`src/rtl/ahb_split_slave_ctrl.sv`:
```
// AHB slave-side SPLIT controller for a shared resource.
// An accepted transfer starts a background job that keeps the resource busy.
// Unlocked transfers that arrive during a job are split, and the splitting
// master is recorded. When the job ends, all recorded masters are released
// together with a single hsplit pulse.
//
// state       | meaning
// ------------+-----------------------------------------------------------
// ST_IDLE     | ready, OKAY; accept, split or park a locked transfer
// ST_LOCKWAIT | locked transfer waiting for the job to drain (wait states)
// ST_SPLIT1   | first SPLIT cycle, hreadyout low
// ST_SPLIT2   | second SPLIT cycle, hreadyout high; transfers ignored
module ahb_split_slave_ctrl #(
  parameter int NUM_MASTERS    = 3,
  parameter int SERVICE_CYCLES = 4
) (
  input  logic        hclk,
  input  logic        hresetn,
  input  logic        hsel,
  input  logic [1:0]  htrans,
  input  logic        hready,
  input  logic [3:0]  hmaster,
  input  logic        hmastlock,
  output logic        hreadyout,
  output logic [1:0]  hresp,
  output logic [15:0] hsplit,
  output logic        busy
);

  localparam int            CW  = $clog2(SERVICE_CYCLES + 1);
  localparam logic [CW-1:0] SVC = CW'(SERVICE_CYCLES);
  localparam logic [4:0]    NM  = 5'(NUM_MASTERS);
  localparam logic [1:0]    RESP_OKAY  = 2'b00;
  localparam logic [1:0]    RESP_SPLIT = 2'b11;

  typedef enum logic [1:0] {ST_IDLE, ST_LOCKWAIT, ST_SPLIT1, ST_SPLIT2} state_t;

  state_t        state, state_nxt;
  logic [CW-1:0] job_cnt, job_cnt_nxt;
  logic [15:0]   split_mask, split_mask_nxt;
  logic [15:0]   hsplit_nxt;
  logic          hreadyout_nxt;
  logic [1:0]    hresp_nxt;
  logic          valid, cnt_zero, accept, record;

  // Only NONSEQ/SEQ address phases that complete on the bus are transfers.
  assign valid    = hsel & hready & ((htrans == 2'b10) || (htrans == 2'b11));
  assign cnt_zero = (job_cnt == '0);
  assign busy     = ~cnt_zero;

  // Next state, job counter, split bookkeeping and next registered outputs.
  always_comb begin
    state_nxt      = state;
    accept         = 1'b0;
    record         = 1'b0;
    split_mask_nxt = split_mask;
    hsplit_nxt     = '0;

    case (state)
      ST_IDLE: begin
        if (valid) begin
          if (cnt_zero) begin
            accept = 1'b1;
          end else if (!hmastlock) begin
            record    = 1'b1;
            state_nxt = ST_SPLIT1;
          end else begin
            state_nxt = ST_LOCKWAIT;
          end
        end
      end
      ST_LOCKWAIT: begin
        if (cnt_zero) begin
          accept    = 1'b1;
          state_nxt = ST_IDLE;
        end
      end
      ST_SPLIT1: state_nxt = ST_SPLIT2;
      ST_SPLIT2: state_nxt = ST_IDLE;
      default:   state_nxt = ST_IDLE;
    endcase

    if (accept)        job_cnt_nxt = SVC;
    else if (cnt_zero) job_cnt_nxt = '0;
    else               job_cnt_nxt = job_cnt - 1'b1;

    // Release and record never coincide: release needs an idle resource,
    // recording needs a busy one.
    if (cnt_zero && (split_mask != '0)) begin
      hsplit_nxt     = split_mask;
      split_mask_nxt = '0;
    end
    if (record && ({1'b0, hmaster} < NM)) begin
      split_mask_nxt[hmaster] = 1'b1;
    end

    hreadyout_nxt = !((state_nxt == ST_SPLIT1) || (state_nxt == ST_LOCKWAIT));
    hresp_nxt     = ((state_nxt == ST_SPLIT1) || (state_nxt == ST_SPLIT2)) ?
                    RESP_SPLIT : RESP_OKAY;
  end

  // State, counter, mask and output registers; reset drops any pending release.
  always_ff @(posedge hclk or negedge hresetn) begin
    if (!hresetn) begin
      state      <= ST_IDLE;
      job_cnt    <= '0;
      split_mask <= '0;
      hsplit     <= '0;
      hreadyout  <= 1'b1;
      hresp      <= RESP_OKAY;
    end else begin
      state      <= state_nxt;
      job_cnt    <= job_cnt_nxt;
      split_mask <= split_mask_nxt;
      hsplit     <= hsplit_nxt;
      hreadyout  <= hreadyout_nxt;
      hresp      <= hresp_nxt;
    end
  end

endmodule

```
`config.mk`:
```
export PLATFORM = sky130hd
export DESIGN_NAME = ahb_split_slave_ctrl
export DESIGN_NICKNAME = d
export VERILOG_FILES = /design/src/rtl/ahb_split_slave_ctrl.sv
export SDC_FILE = /design/constraint.sdc
export NUM_CORES = 1
export LEC_CHECK = 0
export CORE_ASPECT_RATIO = 0.8
export CORE_MARGIN = 4
export CORE_UTILIZATION = 37
export CTS_CLUSTER_SIZE = 10
export DETAILED_ROUTE_END_ITERATION = 7
export PLACE_DENSITY = 0.65
export SYNTH_ARGS = -nofsm -noshare
export SYNTH_HDL_FRONTEND = slang
export SYNTH_SLANG_ARGS = --single-unit
```
`constraint.sdc`:
```
create_clock -name hclk -period 1.6 [get_ports hclk]
set_input_delay 0.32 -clock hclk [delete_from_list [all_inputs] [get_ports hclk]]
set_output_delay 0.32 -clock hclk [all_outputs]
set_load 0.005 [all_outputs]
```
==> results of run 1 <==
worst paths after layout:
path | start | endpoint | slack [ns]
min | split_mask[5] | split_mask[5] | 0.51
max in group asynchronous | hresetn | hsplit[5] | 0.61
min in group asynchronous | hresetn | hsplit[15] | 0.53
min reg2reg | split_mask[5] | split_mask[5] | 0.51
max | job_cnt[0] | hreadyout | 0.09
max reg2reg | job_cnt[0] | hreadyout | 0.09
state kept, by name, summed over array words and instances, names as in the netlist:
register	cells
hreadyout	1
split_mask	16
hresp	1
job_cnt	3
hsplit	16
state	2
cells in the mapped netlist:
master,count,share of area
nand3_1,1,0.0034
nand4_1,1,0.0043
dfstp_2,1,0.018
o31ai_1,1,0.0052
a21oi_1,1,0.0034
nand2b_1,2,0.0086
dfrtp_1,38,0.65
a31oi_1,1,0.0043
o31a_1,1,0.0060
a41oi_1,1,0.0060
and3_1,12,0.052
buf_6,1,0.0077
buf_2,4,0.014
nor3_2,1,0.0069
inv_1,2,0.0052
ha_1,1,0.0086
o41ai_1,2,0.012
o21ai_0,2,0.0069
nand2_1,7,0.018
nor2_1,3,0.0077
and4b_1,1,0.0069
nor4_1,4,0.017
inv_2,1,0.0026
buf_4,2,0.010
a21boi_2,9,0.070
nor4_2,1,0.0086
and2_1,8,0.034
metrics by stage:
| stage | utilization | area, um2 | instances | worst slack [ns] |
|---|---|---|---|---|
| floorplan | - | 1460 | 109 | 0.210 |
| global placement | 0.477 | 1810 | 191 | -0.0578 |
| detailed placement | 0.477 | 1810 | 191 | -0.0815 |
| CTS | 0.500 | 1900 | 200 | 0.0164 |
| global route | 0.508 | 1930 | 202 | 0.0234 |
| finish | 0.508 | 1930 | 202 | 0.0886 |
report_power, final:
group	switching, mW	internal, mW
clock network	0.312	0.305
registers	0.0755	1.07
logic	0.357	0.252
total	0.744	1.63
final cells by class:
type	count	area (um2)	share of cell area
multi-input cells	60	432	0.223
clock inverters	1	5.00	0.00259
inverters	3	11.3	0.00583
well taps	55	68.8	0.0356
clock buffers	7	76.3	0.0395
repair buffers	37	359	0.186
flip-flops and latches	39	980	0.507
kinds of logic after synthesis:
| kind of cell | after synthesis |
|---|---|
| AO/OA/AOI/OAI | 18 |
| flip-flops | 39 |
| AND/OR/NAND/NOR | 41 |
| buffers and inverters | 10 |
| adder cells (fa/ha/maj) | 1 |
critical path, cell delays in order (launching register included):
cell and delay (ns):
dfrtp_2 0.43, nor3_4 0.22, buf_4 0.33, o31a_1 0.22
ha_1 0.24
timing repair:
| action | 4_1_cts | 5_1_grt |
|---|---|---|
| gates resized for setup | 2 | 5 |
| hold buffers | 1 | 0 |
| buffers inserted | 0 | 2 |
| hold endpoints to repair | 18 | 0 |
| endpoints found under the setup margin | 2 | 2 |
| pin swaps | 1 | 1 |
per-layer routing:
layer / GRT usage / up-vias / wire length, um / share of wire
li1: - / 450 / - / -
met1: 0.137 / 472 / 1130 / 0.43
met2: 0.207 / 22 / 1340 / 0.50
met3: 0.0310 / 7 / 109 / 0.041
met4: 0.0852 / 0 / 78 / 0.029
met5: 0 / - / 0 / 0
==> metrics.cfg, run 1 <==
[die]
core_um2=3800
die_w_um=78.1
rows=20
io_pins=31
die-area_um2=5010
start_util=0.383
die_h_um=64.1

[global_route]
overflow=0
grt_use_total=0.123
grt_pass1_wl_um=4640
grt_max_degree=30
antenna_found_initial=0
grt_pass1_vias=1007

[sta]
rsz0062_at_grt=false
final-setup-viol-count=0
tns_ns=0
min_period_over_period=0.945
clock_skew_ns=0.00362
slew_viol_final=0
max_clock_freq_mhz=662
max-slew-margin-rel=0.688
tightest_slew_ns=0.468
final.min_clock_period_ns=1.51
finalHoldViolCount=0
holdWs_ns=0.506

[clock_tree]
cts_tree=yes
cts_sinks=39
clk_pin_slew_worst_paths_ns=0.07
htree_levels=2
cts_buffer_depth=2
ctsRootBufferMaster=clkbuf_8
cts_buffers=5
worstSkewPairLatency_ns=0.28

[yosys]
synth_cell_types=27
synthMuxAreaShare=0
synth_seq_cells=39
yosys_warnings=0
synth_top_family_by_area=simple AND/OR/NAND/NOR gates
synth_adder_area_share=0.00859
synthSimpleGateAreaFrac=0.168
synth_xor_area_frac=0
synth_area_um2=1460
seq_area_frac_synth=0.671
synth_cells=109
synth.avg_cell_area_um2=13.4
synth_compound_gate_area_share=0.113
syn_nets=121

[status]
status=finished clean

[detailed_routing]
postRouteAntennaNets=0
vias=951
wire_per_inst_um=13.1
drt_wl_total_um=2660
drc=0
dr.first_iter.drc_count=37
viasPerCell=4.71
dr.pass1.iters=4

[critical_path]
required_ns=1.81
rr_worst_depth=4
critPathLaunchType=flip-flop
crit_type=flip-flop to flip-flop
crit_path_end_kind=flip-flop
arrival_ns=1.72
cp_max_fo=29

[hold_path]
min_path_cells=1
hold_class=flip-flop to flip-flop

[cells_and_area]
fillers=349
layout_common_cells=36 x dfrtp_1, 26 x clkdlybuf4s50_1, 12 x and3_1
fin_nets=158
diodes=0
syn_to_final_growth_pct=32.6
drive_gt1_frac=0.204
final_common_cell=dfrtp_1

[power]
p_leak_nw=0.942
finalPower_mw=2.37
power_density_nw_per_um2=1230
vdd_drop_max_v=0.000418

[place]
hpwlAfterDp_um=1900
io_buffers=29
gp_congestion=0.766

[run]
max-cap-violations=0

Note: power is estimated with default switching activity, not from simulation.
==> run 2, diff against run 1 <==
- CORE_MARGIN: 4 -> 10
==> metrics.cfg, run 2 (synthesis gave the netlist of run 1 again) <==
[critical_path]
startpoint=job_cnt[0]
crit_path_end_kind=flip-flop
crit_path_end=hreadyout
arrival_ns=1.74
crit_type=flip-flop to flip-flop
r2r_slack_ns=0.07
rr_endpoint=hreadyout
critPathLaunchType=flip-flop
r2r-start=job_cnt[0]
cp_max_fo=29
required_ns=1.81
rr_worst_depth=4

[hold_path]
hold_class=input port to asynchronous set/reset pin

[cells_and_area]
final_common_cell=dfrtp_1
reg_top3=hsplit x16, split_mask x16, job_cnt x3
final_core_util=0.499
finish.instance_area_um2=1900
regArea_um2=977
diodes=0
multi_input_area_um2=422
fin_nets=158
layout_common_cells=38 x dfrtp_1, 26 x clkdlybuf4s50_1, 12 x and3_1
drive_gt1_frac=0.179
syn_to_final_growth_pct=30.3
fillers=347

[power]
intPower_mw=1.58
finalPower_mw=2.29
seqPwrFrac=0.493
switching_share=0.310
clock_power_share=0.255
vdd_drop_max_v=0.000523
switching_power_uw=709
p_leak_nw=0.932
pwr-share-comb=0.252
power_density_nw_per_um2=1210

[clock_tree]
ctsRootBufferMaster=clkbuf_8
cts_buffer_depth=2
worstSkewPairLatency_ns=0.28
cts_tree=yes
cts_buffers=5
cts_sinks=39
htree_levels=2
clk_pin_slew_worst_paths_ns=0.07

[die]
core_um2=3800
die_h_um=76.1
die_w_um=90.1
rows=20
die-area_um2=6860
io_pins=31
start_util=0.383

[sta]
tightest_slew_ns=0.335
rsz0062_at_grt=true
final-setup-viol-count=0
max-slew-margin-rel=0.777
min_period_over_period=0.957
clock_skew_ns=0.00387
max_clock_freq_mhz=653
final.min_clock_period_ns=1.53
slew_viol_final=0
finalHoldViolCount=0
finalWorstSetupSlack_ns=0.0685

[global_route]
grt_pass1_wl_um=4550
grt_pass1_vias=1011
antenna_found_initial=0
grt_use_total=0.0802
grt_max_degree=30
overflow=0

[detailed_routing]
dr.first_iter.drc_count=42
vias=922
viasPerCell=4.61
wire_per_inst_um=13.4
drc=0
dr.pass1.iters=4
postRouteAntennaNets=0
drt_wl_total_um=2680

[run]
max-cap-violations=0

[status]
status=finished clean

[place]
gp_congestion=0.808
io_buffers=29
post_dp_cell_area_um2=1810
post-place-ws_ns=-0.0838
hpwlAfterDp_um=1960

run 2: changes by cell type in the layout (fill, tap and decap cells not counted):
cell	change
nor3_4	-1
clkbuf_1	-1
dfrtp_2	-2
clkinv_2	-1
nor3_2	+1
a21oi_2	-1
buf_12	-1
buf_4	+1
a21oi_1	+1
dfrtp_1	+2
run 2: power groups by stage:
stage / registers [mW] / clock network, mW / logic, mW
final: 1.13 / 0.585 / 0.578
after global routing: 1.14 / 0.632 / 0.644
after CTS: 1.13 / 0.597 / 0.561
after detailed placement: 1.15 / 0 / 0.580
after global placement: 1.15 / 0 / 0.558
after floorplan: 1.14 / 0 / 0.370
run 2: routing by layer:
metal | up-vias | wire length (um) | global-route usage
met5 | - | 0 | 0
met4 | 0 | 57 | 0.0524
met1 | 446 | 1190 | 0.0816
met2 | 24 | 1260 | 0.132
met3 | 5 | 172 | 0.0354
li1 | 447 | - | -
run 2: what timing repair did:
item	in CTS	in global routing
hold buffers	1	0
pin swaps	1	1
setup endpoints to repair	2	1
resized for setup	2	1
buffers inserted	0	1
hold endpoints to repair	14	0
run 2: worst min-delay path by stage:
stage	from	to	cells past startpoint
finish	hresetn	split_mask[3]	2
global route	hresetn	hsplit[8]	2
floorplan	hresetn	hresp[0]	0
global placement	hresetn	hsplit[4]	1
CTS	hresetn	hsplit[8]	2
detailed placement	hresetn	hsplit[8]	1
run 2: cell type report:
class | count | share of cell area
Inverter | 3 | 0.00593
Timing Repair Buffer | 37 | 0.183
Multi-Input combinational cell | 60 | 0.222
Tap cell | 55 | 0.0363
Clock buffer | 6 | 0.0382
Sequential cell | 39 | 0.515
run 2: through the flow:
stage	TNS, ns	hold WS, ns	cells
2_1_floorplan	0	0.0244	109
3_3_place_gp	-0.0395	0.235	192
3_5_place_dp	-0.113	0.237	192
4_1_cts	0	0.493	199
5_1_grt	-0.0199	0.515	200
6_report	0	0.481	200
run 2: critical path, stage by stage (launching register included):
cell     delay, ns
dfrtp_1       0.41
nor3_2        0.24
buf_4         0.34
o31a_1        0.21
ha_1          0.24
